`src/rtl/fp16_seq_multiplier_if.sv`:
```
// rtl/fp16_seq_multiplier_if.sv - request/result bundle for the FP16 sequential multiplier
interface fp16_seq_multiplier_if #(
  parameter int EXP_W = 5,
  parameter int MAN_W = 10
);
  localparam int W = 1 + EXP_W + MAN_W;

  logic         start;
  logic [W-1:0] a;
  logic [W-1:0] b;
  logic [W-1:0] result;
  logic         busy;
  logic         done;
  logic         overflow;
  logic         underflow;
  logic         invalid;

  modport master (
    output start, a, b,
    input  result, busy, done, overflow, underflow, invalid
  );

  modport slave (
    input  start, a, b,
    output result, busy, done, overflow, underflow, invalid
  );
endinterface

```
`src/rtl/fp16_seq_multiplier.sv`:
```
// rtl/fp16_seq_multiplier.sv - multi-cycle half-precision multiplier, shift-add significand datapath
module fp16_seq_multiplier #(
  parameter int EXP_W = 5,
  parameter int MAN_W = 10,
  parameter int BIAS  = 15
) (
  input  logic                   clk,
  input  logic                   reset_n,
  fp16_seq_multiplier_if.slave   bus
);
  localparam int W      = 1 + EXP_W + MAN_W;
  localparam int SIG_W  = MAN_W + 1;
  localparam int PROD_W = 2 * SIG_W;
  localparam int XW     = EXP_W + 2;
  localparam int CNT_W  = $clog2(SIG_W);

  localparam logic [CNT_W-1:0]    CNT_LAST  = CNT_W'(SIG_W - 1);
  localparam logic signed [XW-1:0] EXP_MAX  = XW'((1 << EXP_W) - 1);
  localparam logic signed [XW-1:0] EXP_ZERO = '0;
  localparam logic [W-1:0]        QNAN      = {1'b0, {EXP_W{1'b1}}, 1'b1, {(MAN_W-1){1'b0}}};

  typedef enum logic [1:0] {IDLE, MUL, NORM, SPEC} state_t;

  state_t                 state_q, state_d;
  logic [W-2:0]           op_a_q, op_b_q;
  logic                   sign_q;
  logic [PROD_W-1:0]      mcand_q;
  logic [PROD_W-1:0]      prod_q;
  logic [SIG_W-1:0]       mplier_q;
  logic [CNT_W-1:0]       cnt_q;
  logic signed [XW-1:0]   exp_q;
  logic [W-1:0]           result_q;
  logic                   busy_q, done_q, ovf_q, unf_q, inv_q;

  // Field views exclude the sign bit; subnormals fall into the zero class.
  function automatic logic is_zero(input logic [W-2:0] v);
    return v[W-2 -: EXP_W] == '0;
  endfunction

  function automatic logic is_inf(input logic [W-2:0] v);
    return (v[W-2 -: EXP_W] == '1) && (v[MAN_W-1:0] == '0);
  endfunction

  function automatic logic is_nan(input logic [W-2:0] v);
    return (v[W-2 -: EXP_W] == '1) && (v[MAN_W-1:0] != '0);
  endfunction

  logic in_special;
  assign in_special = is_zero(bus.a[W-2:0]) || is_zero(bus.b[W-2:0]) ||
                      (&bus.a[W-2 -: EXP_W]) || (&bus.b[W-2 -: EXP_W]);

  logic [W-1:0] spec_result;
  logic         spec_invalid;
  always_comb begin
    spec_invalid = is_nan(op_a_q) || is_nan(op_b_q) ||
                   (is_inf(op_a_q) && is_zero(op_b_q)) ||
                   (is_inf(op_b_q) && is_zero(op_a_q));
    if (spec_invalid)
      spec_result = QNAN;
    else if (is_inf(op_a_q) || is_inf(op_b_q))
      spec_result = {sign_q, {EXP_W{1'b1}}, {MAN_W{1'b0}}};
    else
      spec_result = {sign_q, {(W-1){1'b0}}};
  end

  // Product of two [1,2) significands lies in [1,4): top bit set means one extra exponent step.
  logic signed [XW-1:0] norm_exp;
  logic [MAN_W-1:0]     norm_man;
  logic                 norm_ovf, norm_unf;
  always_comb begin
    if (prod_q[PROD_W-1]) begin
      norm_exp = exp_q + XW'(1);
      norm_man = prod_q[PROD_W-2 -: MAN_W];
    end else begin
      norm_exp = exp_q;
      norm_man = prod_q[PROD_W-3 -: MAN_W];
    end
    norm_ovf = norm_exp >= EXP_MAX;
    norm_unf = norm_exp <= EXP_ZERO;
  end

  logic unused_prod_bits;
  assign unused_prod_bits = ^prod_q[MAN_W-2:0];

  always_ff @(posedge clk or negedge reset_n) begin
    if (!reset_n) state_q <= IDLE;
    else          state_q <= state_d;
  end

  always_comb begin
    state_d = state_q;
    case (state_q)
      IDLE:    if (bus.start) state_d = in_special ? SPEC : MUL;
      MUL:     if (cnt_q == CNT_LAST) state_d = NORM;
      NORM:    state_d = IDLE;
      SPEC:    state_d = IDLE;
      default: state_d = IDLE;
    endcase
  end

  always_ff @(posedge clk or negedge reset_n) begin
    if (!reset_n) begin
      op_a_q   <= '0;
      op_b_q   <= '0;
      sign_q   <= 1'b0;
      mcand_q  <= '0;
      prod_q   <= '0;
      mplier_q <= '0;
      cnt_q    <= '0;
      exp_q    <= '0;
      result_q <= '0;
      busy_q   <= 1'b0;
      done_q   <= 1'b0;
      ovf_q    <= 1'b0;
      unf_q    <= 1'b0;
      inv_q    <= 1'b0;
    end else begin
      done_q <= 1'b0;
      case (state_q)
        IDLE: begin
          if (bus.start) begin
            op_a_q   <= bus.a[W-2:0];
            op_b_q   <= bus.b[W-2:0];
            sign_q   <= bus.a[W-1] ^ bus.b[W-1];
            mcand_q  <= {{(PROD_W-SIG_W){1'b0}}, 1'b1, bus.a[MAN_W-1:0]};
            mplier_q <= {1'b1, bus.b[MAN_W-1:0]};
            prod_q   <= '0;
            cnt_q    <= '0;
            exp_q    <= XW'(bus.a[W-2 -: EXP_W]) + XW'(bus.b[W-2 -: EXP_W]) - XW'(BIAS);
            busy_q   <= 1'b1;
            ovf_q    <= 1'b0;
            unf_q    <= 1'b0;
            inv_q    <= 1'b0;
          end
        end
        MUL: begin
          if (mplier_q[0]) prod_q <= prod_q + mcand_q;
          mcand_q  <= mcand_q << 1;
          mplier_q <= mplier_q >> 1;
          cnt_q    <= cnt_q + CNT_W'(1);
        end
        NORM: begin
          if (norm_ovf) begin
            result_q <= {sign_q, {EXP_W{1'b1}}, {MAN_W{1'b0}}};
            ovf_q    <= 1'b1;
          end else if (norm_unf) begin
            result_q <= {sign_q, {(W-1){1'b0}}};
            unf_q    <= 1'b1;
          end else begin
            result_q <= {sign_q, norm_exp[EXP_W-1:0], norm_man};
          end
          done_q <= 1'b1;
          busy_q <= 1'b0;
        end
        SPEC: begin
          result_q <= spec_result;
          inv_q    <= spec_invalid;
          done_q   <= 1'b1;
          busy_q   <= 1'b0;
        end
        default: ;
      endcase
    end
  end

  assign bus.result    = result_q;
  assign bus.busy      = busy_q;
  assign bus.done      = done_q;
  assign bus.overflow  = ovf_q;
  assign bus.underflow = unf_q;
  assign bus.invalid   = inv_q;
endmodule

```
`src/flat_wrapper.sv`:
```
// flat-port wrapper written by rule: the top's interface ports become plain ports
module fp16_seq_multiplier_flat 
#(
  parameter int EXP_W = 5,
  parameter int MAN_W = 10,
  parameter int BIAS  = 15
)
  (clk, reset_n, bus_start, bus_a, bus_b, bus_result, bus_busy, bus_done, bus_overflow, bus_underflow, bus_invalid);
  fp16_seq_multiplier_if #(.EXP_W(EXP_W), .MAN_W(MAN_W)) bus_i ();
  input  logic clk;
  input  logic reset_n;
  input wire logic [$bits(bus_i.start)-1:0] bus_start;
  input wire logic [$bits(bus_i.a)-1:0] bus_a;
  input wire logic [$bits(bus_i.b)-1:0] bus_b;
  output wire logic [$bits(bus_i.result)-1:0] bus_result;
  output wire logic [$bits(bus_i.busy)-1:0] bus_busy;
  output wire logic [$bits(bus_i.done)-1:0] bus_done;
  output wire logic [$bits(bus_i.overflow)-1:0] bus_overflow;
  output wire logic [$bits(bus_i.underflow)-1:0] bus_underflow;
  output wire logic [$bits(bus_i.invalid)-1:0] bus_invalid;
  assign bus_i.start = bus_start;
  assign bus_i.a = bus_a;
  assign bus_i.b = bus_b;
  assign bus_result = bus_i.result;
  assign bus_busy = bus_i.busy;
  assign bus_done = bus_i.done;
  assign bus_overflow = bus_i.overflow;
  assign bus_underflow = bus_i.underflow;
  assign bus_invalid = bus_i.invalid;
  fp16_seq_multiplier #(.EXP_W(EXP_W), .MAN_W(MAN_W), .BIAS(BIAS)) u_core (.clk(clk), .reset_n(reset_n), .bus(bus_i));
endmodule
```
`config.mk`:
```
export PLATFORM = sky130hd
export DESIGN_NAME = fp16_seq_multiplier_flat
export DESIGN_NICKNAME = d
export VERILOG_FILES = /design/src/rtl/fp16_seq_multiplier_if.sv /design/src/rtl/fp16_seq_multiplier.sv /design/src/flat_wrapper.sv
export SDC_FILE = /design/constraint.sdc
export NUM_CORES = 1
export LEC_CHECK = 0
export ABC_AREA = 1
export BUFFER_PORTS_ARGS = -buffer_cell sky130_fd_sc_hd__buf_2
export CORE_MARGIN = 10
export CORE_UTILIZATION = 37
export DETAILED_ROUTE_END_ITERATION = 6
export PLACE_DENSITY = 0.55
export SETUP_SLACK_MARGIN = 0.3
export SLEW_MARGIN = 20
export SYNTH_ARGS = -nofsm -noshare
export SYNTH_HDL_FRONTEND = slang
export SYNTH_SLANG_ARGS = --single-unit
```
`constraint.sdc`:
```
create_clock -name clk -period 1.96 [get_ports clk]
set_input_delay 0.098 -clock clk [delete_from_list [all_inputs] [get_ports clk]]
set_output_delay 0.098 -clock clk [all_outputs]
set_load 0.02 [all_outputs]
```
==> flow_summary.html <==
<table>
<tr><th>Metric</th><th>Value</th></tr>
<tr><th colspan="2">Outcome</th></tr>
<tr><td>Run status</td><td>complete, no violations</td></tr>
<tr><th colspan="2">STA</th></tr>
<tr><td>Final critical-path share of the clock period</td><td>90.5%</td></tr>
<tr><td>Setup repair after global routing missed its margin</td><td>true</td></tr>
<tr><td>Setup Skew</td><td>0.0102 ns</td></tr>
<tr><td>Final critical-path setup slack</td><td>0.185 ns</td></tr>
<tr><td>Transition time at the pin with the least slew margin</td><td>0.506 ns</td></tr>
<tr><td>Total Negative Setup Slacks</td><td>0 ns</td></tr>
<tr><td>Achievable clock frequency</td><td>0.563 GHz</td></tr>
<tr><td>Number of endpoints failing setup at the final stage</td><td>0</td></tr>
<tr><td>Period minus WS final</td><td>1.77 ns</td></tr>
<tr><td>Worst rel slew slack</td><td>65.9%</td></tr>
<tr><td>Max-slew violation count</td><td>0</td></tr>
<tr><td>Final hold vios</td><td>0</td></tr>
<tr><th colspan="2">Final layout</th></tr>
<tr><td>Fraction of layout cells with a size suffix above 1</td><td>31.4%</td></tr>
<tr><td>Post-layout net count</td><td>1,160</td></tr>
<tr><td>Filler Cells Inserted</td><td>1,644</td></tr>
<tr><td>Signed area change from the synthesized netlist to the final layout</td><td>43.2%</td></tr>
<tr><td>Diode insertion count for antenna repair</td><td>0</td></tr>
<tr><th colspan="2">Synthesis</th></tr>
<tr><td>Net count after synthesis</td><td>1,005</td></tr>
<tr><td>Flip-flop cell with the highest count after synthesis</td><td>sky130_fd_sc_hd__dfrtp_1</td></tr>
<tr><td>Synthesized cell area</td><td>6940 um2</td></tr>
<tr><td>Portion of the post-synthesis area used by sequential elements</td><td>43.3%</td></tr>
<tr><td>Number of flops mapped to enable cells by yosys</td><td>0</td></tr>
<tr><td>Synth Area per Inst</td><td>7.40 um2</td></tr>
<tr><td>Share of flip-flops with an asynchronous set or reset after synthesis</td><td>100%</td></tr>
<tr><td>Count of different cell masters after synthesis</td><td>38</td></tr>
<tr><td>Number of synthesized register bits</td><td>120</td></tr>
<tr><td>Total of warnings raised by yosys</td><td>0</td></tr>
<tr><td>Count of mapped cells out of synthesis</td><td>938</td></tr>
<tr><th colspan="2">Routing</th></tr>
<tr><td>Total length of routed wires</td><td>19.6 mm</td></tr>
<tr><td># DRC</td><td>0</td></tr>
<tr><td>Number of nets with antenna violations after detailed routing</td><td>0</td></tr>
<tr><td>Drt wl/cell</td><td>14.6 um</td></tr>
<tr><td>First-pass DRT Iterations</td><td>7</td></tr>
<tr><td>Routed via count divided by cell count</td><td>4.90</td></tr>
<tr><td>Overall via count from detail_route</td><td>6,567</td></tr>
<tr><td>Initial detailed-routing violation count</td><td>339</td></tr>
<tr><th colspan="2">Floorplan</th></tr>
<tr><td>Die area</td><td>24,600 um2</td></tr>
<tr><td>Initial cell density of the core</td><td>37.3%</td></tr>
<tr><td>Y dimension of the die</td><td>157 um</td></tr>
<tr><td>Core area</td><td>18,600 um2</td></tr>
<tr><td>Total I/O pin count</td><td>56</td></tr>
<tr><td>FP Rows</td><td>50</td></tr>
<tr><td>DIE WIDTH</td><td>157 um</td></tr>
<tr><th colspan="2">Placed design</th></tr>
<tr><td>Port bufs</td><td>55</td></tr>
<tr><td>Final HPWL DP</td><td>13.2 mm</td></tr>
<tr><td>Placer Congestion</td><td>0.832</td></tr>
<tr><td>Post-placement setup slack</td><td>0.0220 ns</td></tr>
<tr><th colspan="2">Pwr</th></tr>
<tr><td>Power after layout</td><td>16.7 mW</td></tr>
<tr><td>Power density cells</td><td>1680 nW/um2</td></tr>
<tr><td>Worst supply voltage drop on vdd</td><td>0.736 mV</td></tr>
<tr><td>Static leakage</td><td>4.99 nW</td></tr>
<tr><th colspan="2">Critical path</th></tr>
<tr><td>Crit path kind</td><td>reg2reg</td></tr>
<tr><td>Critical path launch point</td><td>u_core.mcand_q[0]$_DFFE_PN0P_</td></tr>
<tr><td>Worst setup slack for register-to-register paths</td><td>0.19 ns</td></tr>
<tr><td>Top cell by count, worst path</td><td>sky130_fd_sc_hd__nand2_1</td></tr>
<tr><td>Critical Path RT</td><td>2.27 ns</td></tr>
<tr><td>Dominant delay contributor by cell family on the critical path</td><td>simple AND/OR/NAND/NOR gates</td></tr>
<tr><td>Startpoint kind of the worst setup timing path</td><td>flop</td></tr>
<tr><td>Crit path depth</td><td>13</td></tr>
<tr><td>Number of buffer and inverter instances along the worst setup path</td><td>2</td></tr>
<tr><td>Capture point of the critical path</td><td>u_core.prod_q[14]$_DFFE_PN0P_</td></tr>
<tr><td>Capturing point of the worst reg2reg path</td><td>u_core.prod_q[14]$_DFFE_PN0P_</td></tr>
<tr><td>List of cells traversed by the critical path</td><td>ha_4, inv_2, fa_2, inv_4, nand3_4, nand3_4, nand2_1, nand2_2, nand3_1, nand2_1, nand2_1, nand3_1, nand2_1</td></tr>
<tr><td>Peak per-stage delay on the critical path</td><td>0.40 ns</td></tr>
<tr><td>Largest fanout of any net on the critical path</td><td>4</td></tr>
<tr><td>Critical Path Sink Type</td><td>flop</td></tr>
<tr><td>Slowest cell on the critical path</td><td>sky130_fd_sc_hd__dfrtp_1</td></tr>
<tr><td>Arrival time at the worst endpoint</td><td>2.09 ns</td></tr>
<tr><td>Origin of the critical flop-to-flop path</td><td>u_core.mcand_q[0]$_DFFE_PN0P_</td></tr>
<tr><td>Worst Reg-to-Reg Cells</td><td>13</td></tr>
<tr><th colspan="2">Clocking</th></tr>
<tr><td>Clock Path Buffers</td><td>2</td></tr>
<tr><td>TritonCTS Buffers</td><td>17</td></tr>
<tr><td>Source-to-sink clock delay at the later pin of the worst-skew pair</td><td>0.42 ns</td></tr>
<tr><td>CTS root buffer</td><td>sky130_fd_sc_hd__clkbuf_16</td></tr>
<tr><td>H-tree level count</td><td>4</td></tr>
<tr><td>TritonCTS clock tree</td><td>done</td></tr>
<tr><td>Clock transition at path regs</td><td>0.06 ns</td></tr>
<tr><td>CTS sink count</td><td>120</td></tr>
<tr><th colspan="2">Global routing</th></tr>
<tr><td>First-pass GRT wire length</td><td>31.3 mm</td></tr>
<tr><td>Largest net degree at the start of global routing</td><td>38</td></tr>
<tr><td>Vias in the first global route</td><td>6,448</td></tr>
<tr><td>Global route total overflow</td><td>0</td></tr>
<tr><td>Antenna violations before repair</td><td>0</td></tr>
<tr><td>Total GRT Usage</td><td>15.9%</td></tr>
<tr><th colspan="2">Run</th></tr>
<tr><td>Maxcap violations</td><td>0</td></tr>
<tr><th colspan="2">Worst hold path</th></tr>
<tr><td>Path category of the worst min-delay check</td><td>in2reg</td></tr>
</table>
==> worst min path at each step <==
stage	start	end	slack, ns	cells past startpoint
2_1_floorplan	reset_n	u_core.bus.busy$_DFFE_PN0P_	-0.20	0
3_3_place_gp	reset_n	u_core.op_b_q[2]$_DFFE_PN0P_	0.10	1
3_5_place_dp	reset_n	u_core.op_b_q[2]$_DFFE_PN0P_	0.10	1
4_1_cts	bus_b[10]	u_core.state_q[1]$_DFFE_PN0P_	0.02	3
5_1_grt	bus_b[10]	u_core.state_q[1]$_DFFE_PN0P_	0.06	3
6_report	bus_b[10]	u_core.state_q[1]$_DFFE_PN0P_	0.03	3
==> tightest hold or removal path, cell delays in order <==
cell,delay (ns)
sky130_fd_sc_hd__buf_2,0.12
sky130_fd_sc_hd__nand3_1,0.09
sky130_fd_sc_hd__a41oi_1,0.10
==> synthesized netlist by cell type, types with 4 or more instances <==
cell | instances | share of area [%]
sky130_fd_sc_hd__xor2_1 | 4 | 0.50
sky130_fd_sc_hd__nand2_2 | 6 | 0.54
sky130_fd_sc_hd__clkbuf_1 | 7 | 0.38
sky130_fd_sc_hd__mux2i_1 | 9 | 1.3
sky130_fd_sc_hd__buf_2 | 11 | 0.79
sky130_fd_sc_hd__nand4_1 | 7 | 0.63
sky130_fd_sc_hd__nand2_1 | 327 | 18
sky130_fd_sc_hd__nand3b_1 | 6 | 0.65
sky130_fd_sc_hd__o221ai_1 | 11 | 1.4
sky130_fd_sc_hd__a21oi_1 | 22 | 1.6
sky130_fd_sc_hd__o21ai_0 | 43 | 3.1
sky130_fd_sc_hd__buf_4 | 4 | 0.43
sky130_fd_sc_hd__ha_1 | 30 | 5.4
sky130_fd_sc_hd__o211ai_1 | 6 | 0.65
sky130_fd_sc_hd__o22ai_1 | 14 | 1.3
sky130_fd_sc_hd__inv_1 | 139 | 7.5
sky130_fd_sc_hd__nor2_1 | 73 | 3.9
sky130_fd_sc_hd__dfrtp_1 | 120 | 43
sky130_fd_sc_hd__nand3_1 | 52 | 3.8
sky130_fd_sc_hd__nor3_1 | 8 | 0.58
sky130_fd_sc_hd__inv_2 | 7 | 0.38
==> routing by layer <==
metal | global-route usage (%) | share of wire (%) | up-vias
met5 | 0 | 0 | -
met4 | 5.75 | 1.9 | 0
met3 | 3.14 | 3.2 | 31
met2 | 26.9 | 51 | 137
met1 | 19.6 | 44 | 3106
li1 | - | - | 3293
==> cell families (layout without fill, tap and decap cells) <==
| family | after synthesis | after routing | share of synthesized area, % |
|---|---|---|---|
| DFF | 120 | 120 | 43.3 |
| AOI/OAI and AO/OA | 112 | 112 | 9.74 |
| xor gates and xnor gates | 7 | 7 | 0.884 |
| muxes | 9 | 9 | 1.30 |
| adders and majority gates | 32 | 32 | 5.99 |
| and+or+nand+nor | 487 | 488 | 28.8 |
| buffers and inverters | 171 | 338 | 9.99 |
==> cell type report <==
class                      instances  area [um2]  share of cell area [%]
multi-input combinational        648        4150                    41.8
sequential                       120        3020                    30.4
timing repair buffer             160        1230                    12.4
inverter                         146         561                    5.64
clock buffer                      19         443                    4.46
tap                              234         293                    2.95
clock inverter                    13         239                    2.41
==> cell usage in the layout (no fill, tap or decap), types with 12 or more instances in the layout <==
cell                            netlist  routed
sky130_fd_sc_hd__a21oi_1             22      14
sky130_fd_sc_hd__inv_2                7      15
sky130_fd_sc_hd__clkbuf_16            0      18
sky130_fd_sc_hd__o21ai_0             43      38
sky130_fd_sc_hd__nor2_1              73      42
sky130_fd_sc_hd__nand2_4              1      18
sky130_fd_sc_hd__buf_4                4      64
sky130_fd_sc_hd__dfrtp_1            120     109
sky130_fd_sc_hd__inv_1              139     126
sky130_fd_sc_hd__nor2_4               2      12
sky130_fd_sc_hd__o22ai_1             14      14
sky130_fd_sc_hd__ha_4                 0      23
sky130_fd_sc_hd__dlygate4sd3_1        0      31
sky130_fd_sc_hd__nand2_2              6      46
sky130_fd_sc_hd__buf_2               11      54
sky130_fd_sc_hd__nand3_1             52      40
sky130_fd_sc_hd__nor2_2               2      23
sky130_fd_sc_hd__nand2_1            327     269
==> report_power, final <==
| group | leakage, nW | internal [mW] | switching [mW] |
|---|---|---|---|
| Sequential | 1.52 | 3.60 | 0.863 |
| Clock | 0.325 | 2.44 | 1.21 |
| Combinational | 3.14 | 3.59 | 4.97 |
==> what timing repair did <==
| item | 4_1_cts | 5_1_grt |
|---|---|---|
| hold buffers | 31 | 0 |
| pin swaps | 18 | 56 |
| endpoints found under the hold margin | 81 | 0 |
| cloned | 1 | 1 |
| setup endpoints to repair | 53 | 40 |
| setup buffers | 13 | 34 |
| resized for setup | 66 | 159 |
==> registers in the layout, indices dropped and copies added, names as in the netlist, 2 cells and up <==
signal / flops
u_core.mcand_q: 22
u_core.exp_q: 7
u_core.state_q: 2
u_core.mplier_q: 11
u_core.op_a_q: 15
u_core.bus.result: 16
u_core.op_b_q: 15
u_core.cnt_q: 4
u_core.prod_q: 22
==> through the flow <==
step | std cells | utilization [%] | area, um2 | hold WS [ns]
after floorplan | 938 | - | 6950 | -0.198
after global placement | 1228 | 40.8 | 7590 | 0.102
after detailed placement | 1228 | 40.8 | 7590 | 0.105
after CTS | 1305 | 48.7 | 9050 | 0.0173
after global routing | 1340 | 53.5 | 9930 | 0.0628
final | 1340 | 53.5 | 9930 | 0.0324
Power figures use the tool's default switching activity.
